<file path="src/rtl/oddr_serializer.sv">
// Multi-lane DDR output serializer: one parallel word per lane goes out as
// first-half/second-half bit pairs over RATIO clocks, with a forwarded clock and pad enable.
module oddr_serializer #(
    parameter int   NLANES    = 4,
    parameter int   RATIO     = 4,
    parameter logic IDLE      = 1'b1,
    parameter int   MSB_FIRST = 1
) (
    input  logic                       i_clk,
    input  logic                       i_reset,
    input  logic                       i_stb,
    input  logic [NLANES*2*RATIO-1:0]  i_data,
    output logic                       o_busy,
    output logic [2*NLANES-1:0]        o_ddr,
    output logic [1:0]                 o_ck_ddr,
    output logic                       o_oe,
    output logic                       o_done
);

    localparam int SW = 2 * RATIO;
    localparam int DW = NLANES * SW;
    localparam int CW = (RATIO > 1) ? $clog2(RATIO) : 1;

    localparam logic [CW-1:0] CNT_LAST = CW'(RATIO - 1);
    localparam logic [CW-1:0] CNT_ONE  = CW'(1);

    localparam logic [0:0] ST_IDLE  = 1'b0;
    localparam logic [0:0] ST_SHIFT = 1'b1;

    localparam logic [1:0] CK_ON  = 2'b10;
    localparam logic [1:0] CK_OFF = 2'b00;

    localparam logic [2*NLANES-1:0] DDR_IDLE = {(2*NLANES){IDLE}};

    logic [0:0]          state_q, state_d;
    logic [CW-1:0]       cnt_q,   cnt_d;
    logic [DW-1:0]       sr_q,    sr_d;
    logic [2*NLANES-1:0] ddr_q,   ddr_d;
    logic [1:0]          ck_q,    ck_d;
    logic                oe_q,    oe_d;
    logic                done_q,  done_d;

    logic                busy_s;
    logic                load_s;
    logic                step_s;

    // The pair that leaves first from each lane slice of a word.
    function automatic logic [2*NLANES-1:0] beat_of(input logic [DW-1:0] w);
        logic [2*NLANES-1:0] b;
        b = '0;
        for (int k = 0; k < NLANES; k++) begin
            if (MSB_FIRST != 0) begin
                b[2*k+1] = w[k*SW+SW-1];
                b[2*k]   = w[k*SW+SW-2];
            end else begin
                b[2*k+1] = w[k*SW];
                b[2*k]   = w[k*SW+1];
            end
        end
        return b;
    endfunction

    // Drop the pair just sent from every lane slice, keeping lanes independent.
    function automatic logic [DW-1:0] shift_of(input logic [DW-1:0] w);
        logic [DW-1:0] r;
        logic [SW-1:0] s;
        r = '0;
        for (int k = 0; k < NLANES; k++) begin
            s = w[k*SW +: SW];
            if (MSB_FIRST != 0) begin
                s = s << 2'd2;
            end else begin
                s = s >> 2'd2;
            end
            r[k*SW +: SW] = s;
        end
        return r;
    endfunction

    assign busy_s = (state_q == ST_SHIFT) && (cnt_q != '0);

    // Decide whether this edge loads a new word, advances a beat, or goes idle.
    always_comb begin
        load_s = 1'b0;
        step_s = 1'b0;
        case (state_q)
            ST_IDLE: begin
                load_s = i_stb;
            end
            ST_SHIFT: begin
                if (cnt_q != '0) begin
                    step_s = 1'b1;
                end else begin
                    load_s = i_stb;
                end
            end
            default: begin
                load_s = 1'b0;
                step_s = 1'b0;
            end
        endcase
    end

    // Next-state values for the shifter and its registered outputs.
    always_comb begin
        state_d = state_q;
        cnt_d   = cnt_q;
        sr_d    = sr_q;
        ddr_d   = ddr_q;
        ck_d    = ck_q;
        oe_d    = oe_q;
        done_d  = 1'b0;
        if (load_s) begin
            state_d = ST_SHIFT;
            cnt_d   = CNT_LAST;
            ddr_d   = beat_of(i_data);
            sr_d    = shift_of(i_data);
            ck_d    = CK_ON;
            oe_d    = 1'b1;
            done_d  = (CNT_LAST == '0);
        end else if (step_s) begin
            state_d = ST_SHIFT;
            cnt_d   = cnt_q - CNT_ONE;
            ddr_d   = beat_of(sr_q);
            sr_d    = shift_of(sr_q);
            ck_d    = CK_ON;
            oe_d    = 1'b1;
            done_d  = (cnt_q == CNT_ONE);
        end else begin
            state_d = ST_IDLE;
            cnt_d   = '0;
            sr_d    = '0;
            ddr_d   = DDR_IDLE;
            ck_d    = CK_OFF;
            oe_d    = 1'b0;
            done_d  = 1'b0;
        end
    end

    // State and output registers; reset abandons any word in flight.
    always_ff @(posedge i_clk or posedge i_reset) begin
        if (i_reset) begin
            state_q <= ST_IDLE;
            cnt_q   <= '0;
            sr_q    <= '0;
            ddr_q   <= DDR_IDLE;
            ck_q    <= CK_OFF;
            oe_q    <= 1'b0;
            done_q  <= 1'b0;
        end else begin
            state_q <= state_d;
            cnt_q   <= cnt_d;
            sr_q    <= sr_d;
            ddr_q   <= ddr_d;
            ck_q    <= ck_d;
            oe_q    <= oe_d;
            done_q  <= done_d;
        end
    end

    assign o_busy   = busy_s;
    assign o_ddr    = ddr_q;
    assign o_ck_ddr = ck_q;
    assign o_oe     = oe_q;
    assign o_done   = done_q;

endmodule

</file>
<file path="config.mk">
export PLATFORM = sky130hd
export DESIGN_NAME = oddr_serializer
export DESIGN_NICKNAME = d
export VERILOG_FILES = /design/src/rtl/oddr_serializer.sv
export SDC_FILE = /design/constraint.sdc
export NUM_CORES = 1
export LEC_CHECK = 0
export CAP_MARGIN = 30
export CORE_ASPECT_RATIO = 1.4
export CORE_MARGIN = 4
export CORE_UTILIZATION = 35
export CTS_BUF_LIST = sky130_fd_sc_hd__clkbuf_4
export DETAILED_ROUTE_END_ITERATION = 6
export DONT_BUFFER_PORTS = 1
export PLACE_DENSITY = 0.46
export SLEW_MARGIN = 20
export SYNTH_ARGS = -nofsm -noshare
export SYNTH_HDL_FRONTEND = slang
export SYNTH_SLANG_ARGS = --single-unit
</file>
<file path="constraint.sdc">
create_clock -name i_clk -period 1.97 [get_ports i_clk]
set_clock_uncertainty 0.15 [all_clocks]
set_input_delay 0.394 -clock i_clk [delete_from_list [all_inputs] [get_ports i_clk]]
set_output_delay 0.394 -clock i_clk [all_outputs]
set_load 0.01 [all_outputs]
</file>
## After elaboration in Yosys (flattened, before gate mapping)

Index checks and enable logic that the tools add are counted.

| word-level totals | value |
|---|---|
| input bits | 35 |
| flip-flop bits (word level) | 46 |
| output and inout port bits | 13 |
| word-level logic and storage cells | 27 |

| cells by class | value |
|---|---|
| reductions and logical operators | 2 |
| bitwise operators | 1 |
| equality and inequality tests | 1 |
| add/subtract/negate cells | 1 |
| multiplexer cells | 16 |

Operators with widths:

| cell | number |
|---|---|
| 2-to-1 mux 32 bit | 2 |
| 2-to-1 mux 8 bit | 2 |
| 2-to-1 mux 2 bit | 4 |
| 2-to-1 mux 1 bit | 7 |
| equality test 2 x 1 -> 1 bit, second input constant | 1 |
| case mux 1 bit (2 select lines) | 1 |
| nonzero test 2 bit | 1 |
| subtractor 2 x 1 -> 2 bit, second input constant | 1 |
| logical AND 1 bit | 1 |
| NOT 1 bit | 1 |

## Logic depth before layout (Yosys ltp)

| depth | value |
|---|---|
| depth after elaboration | 5 |
| depth in mapped cells | 6 |
| mapped depth without buffers | 5 |

## Worst setup path before layout

Ideal clock, no wire load.

| path | value |
|---|---|
| path type | register to register |
| from | register cnt_q[0] |
| to | register sr_q[12] |
| path slack | 0.474 ns |
| library setup time | 0.121 ns |
| period minus slack after synthesis | 1.496 ns |
| cell stages (with the launch flop) | 6 |
| data arrival time | 1.225 ns |
| required time | 1.699 ns |
| buffers on the path | 1 |
| cells stage by stage | dfrtp_1 > inv_1 > ha_1 > o21a_4 > buf_6 > a22o_1 |

| on the way | value |
|---|---|
| cells in the longest elaborated chain, start to end | 5 |
| elaborated cells between the ends (all ways) | 7 |
| those cells by class | mux (6); reduce/logical (1) |

RTL lines:

| what | line | text |
|---|---|---|
| start, declared | 36 | `logic [CW-1:0] cnt_q, cnt_d;` |
| start signal, assigned | 152 | `cnt_q <= cnt_d;` |
| nonzero test 2 bit * | 91 | `if (cnt_q != '0) begin` |
| 2-to-1 mux 1 bit | 91 |  |
| 2-to-1 mux 1 bit | 86 | `case (state_q)` |
| 2-to-1 mux 32 bit | 121 | `end else if (step_s) begin` |
| 2-to-1 mux 32 bit * | 113 | `if (load_s) begin` |
| via sr_d[12] | 37 | `logic [DW-1:0] sr_q, sr_d;` |
| end signal, assigned | 153 | `sr_q <= sr_d;` |
| end, declared | 37 |  |

Mark *: on every way through the listed nets, which the timed path passes. The rest lies on a longest branch.

## Worst setup path after layout

| path | value |
|---|---|
| from | register cnt_q[0] |
| to | output o_busy |

| on the way | value |
|---|---|
| cells in the longest elaborated chain, start to end | 2 |

RTL lines:

| what | line | text |
|---|---|---|
| nonzero test 2 bit | 80 | `assign busy_s = (state_q == ST_SHIFT) && (cnt_q != '0);` |
| logical AND 1 bit | 80 |  |
| end, declared | 13 | `output logic o_busy,` |

No other way between the ends.

==> metrics.yaml <==
setup_path:
  worst_r2r_path_depth: 5
  crit_chain: "inv_1 > ha_1 > nand2b_4 > inv_2"
  path_max_fanout: 6
  crit_start: "cnt_q[0]"
  required_ns: 1.43
  ff2ff_setup_slack_ns: 0.32
  setup.worst_path.start_class: "register"
  slowest_delay_ns: 0.39
  slowest_stage: "dfrtp_1"
  cp-end-kind: "output pin"
  arrival_ns: 1.27
  path_class: "reg -> out"
  timing.rr.end: "sr_q[31]"
  rr_startpoint: "cnt_q[0]"
pwr:
  power.leakage_nw: 0.686
  finalPower_w: 0.00230
  vdd_drop_max_uv: 752
  power.density_mw_per_mm2: 1580
global_route:
  antenna_found_initial: 0
  grt_max_degree: 25
  grt_remaining_overflow: 0
  grt_pass1_vias: 754
  grtUsageTotal: 0.105
  grt_pass1_wl_um: 3600
hold_path:
  min-delay-start: "i_data[17]"
  hold_path.class: "in -> reg"
  min_to: "sr_q[19]"
  holdPathStages: 1
die:
  rows: 26
  die_y_um: 81.7
  dieArea_mm2: 0.00495
  core_mm2: 0.00371
  start_util: 0.366
  fp.dieW_um: 60.6
  ioPinCount: 48
detailed_routing:
  via_per_inst: 5.09
  drtAntennaViolNets: 0
  drtIter0Drc: 33
  drt-total-wl_um: 2350
  dr.pass1.iters: 4
  drc: 0
  wl_per_cell_um: 16.7
  via_count: 717
timing:
  rsz0062_at_grt: "no"
  setup_viol: 0
  period_minus_slack_ns: 1.82
  hold_slack_ns: 0.0302
  finalCritPeriodShare: 0.922
  finalSetupTns_ns: 0
  hold_viol: 0
  drv_slew: 0
  fmax_mhz: 550
logic_synthesis:
  synth.distinct_cells: 19
  postSynthCellCount: 92
  syn_nets: 130
  yosysSeqAreaShare: 0.671
  ys_ff_latch: 36
  yosysWarnings: 0
  synth_area_mm2: 0.00136
  avgSynthCellArea_um2: 14.8
finish:
  syn_to_final_growth_pct: 7.47
  final_layout_size_suffix_gt1_frac: 0.253
  fillerInstances: 366
  seq_area_um2: 911
  multi_input_area_um2: 379
  antenna_cells: 0
  final_nets: 136
cts:
  clkTransAtPathRegs_ns: 0.11
  clk-insertion-delay-late_ns: 0.33
  clockBufferDepth: 2
  cts_tree: "yes"
  h-tree-depth: 2
  cts_buffers: 5
  cts.sinks: 36
  root_buffer: "clkbuf_4"
status:
  status: "finished, final reports clean"
placement:
  place_congestion: 0.652
  dp_hpwl_um: 1670
  port-buffer-count: 0
flow_run:
  maxCapViolCount: 0
## metal layers
metal	vias up	wire (um)	GRT usage
met2	38	1160	0.168
met3	4	301	0.0708
li1	331	-	-
met1	344	863	0.104
met5	-	0	0
met4	0	27	0.0456
## timing repair
item | 4_1_cts | 5_1_grt
hold endpoints to repair | 9 | 0
endpoints found under the setup margin | 0 | 1
hold buffers | 1 | 0
setup buffers | 0 | 1
resized for setup | 0 | 2
## sequential cells by signal (all words and copies together) (netlist names)
signal    count
sr_q         24
o_ddr         8
o_ck_ddr      1
o_done        1
cnt_q         2
## Yosys cell counts, drive strengths merged
| library cell | count | area (um^2) |
|---|---|---|
| dfrtp | 28 | 701 |
| a21oi | 1 | 16.3 |
| o21a | 1 | 15.0 |
| a21o | 1 | 7.51 |
| o21ai | 3 | 15.0 |
| inv | 5 | 18.8 |
| dfstp | 8 | 210 |
| ha | 3 | 37.5 |
| o22a | 8 | 70.1 |
| nand2 | 1 | 3.75 |
| conb | 1 | 3.75 |
| buf | 6 | 53.8 |
| a22o | 16 | 140 |
| nand2b | 1 | 8.76 |
| and2 | 9 | 56.3 |
## stage by stage
| stage | worst slack, ns | utilization | area, um^2 | cells |
|---|---|---|---|---|
| after floorplan | 0.474 | - | 1360 | 92 |
| after global placement | 0.364 | 0.372 | 1380 | 131 |
| after detailed placement | 0.255 | 0.372 | 1380 | 131 |
| after CTS | 0.0225 | 0.390 | 1450 | 140 |
| after global routing | 0.0819 | 0.393 | 1460 | 141 |
| final | 0.153 | 0.393 | 1460 | 141 |
## placed cells by master, fill, tap and decap left out, drive strengths merged
| cell type | netlist | routed |
|---|---|---|
| dfrtp | 28 | 28 |
| a22o | 16 | 16 |
| and2 | 9 | 9 |
| o22a | 8 | 8 |
| dfstp | 8 | 8 |
| clkbuf | 0 | 7 |
| inv | 5 | 5 |
| buf | 6 | 4 |
| ha | 3 | 3 |
| o21ai | 3 | 3 |
| nand2b | 1 | 1 |
| a21o | 1 | 1 |
| o21a | 1 | 1 |
| a21oi | 1 | 1 |
| nand2 | 1 | 1 |
| conb | 1 | 1 |
| clkinv | 0 | 1 |
| dlygate4sd3 | 0 | 1 |
## report_power, final
group | total (W) | switching, W | internal (W)
Sequential | 0.00123 | 0.000155 | 0.00107
Combinational | 0.000685 | 0.000370 | 0.000315
Clock | 0.000394 | 0.000227 | 0.000167
Total | 0.00230 | 0.000753 | 0.00155
## critical path, delay by kind of cell, from the launching register on
family	cells	cell delay (ns)
buffers and inverters	2	0.17
and+or+nand+nor	1	0.17
DFF	1	0.39
adders and majority gates	1	0.20
## logic make-up (layout without fill, tap and decap cells)
kind of cell    count (synthesis)  after routing  share of synthesized area
flops                          36             36                      0.671
compound gates                 30             30                      0.194
simple gates                   11             11                     0.0507
other cells                     1              1                    0.00276
buf+inv                        11             18                     0.0534
fa+ha+maj                       3              3                     0.0277
## cell type report
cell class                 count  share of cell area
sequential                    36               0.624
multi-input combinational     45               0.260
clock buffer                   7              0.0360
tap                           42              0.0360
timing repair buffer           5              0.0274
inverter                       5              0.0129
clock inverter                 1             0.00343
## worst max path at each step
stage,to,cells after the start,slack [ns]
6_report,o_busy,4,0.15
5_1_grt,o_busy,4,0.08
4_1_cts,o_busy,4,0.02
3_5_place_dp,sr_q[31],5,0.25
3_3_place_gp,sr_q[31],5,0.36
2_1_floorplan,sr_q[12],5,0.47
(Power assumes the default switching activity.)
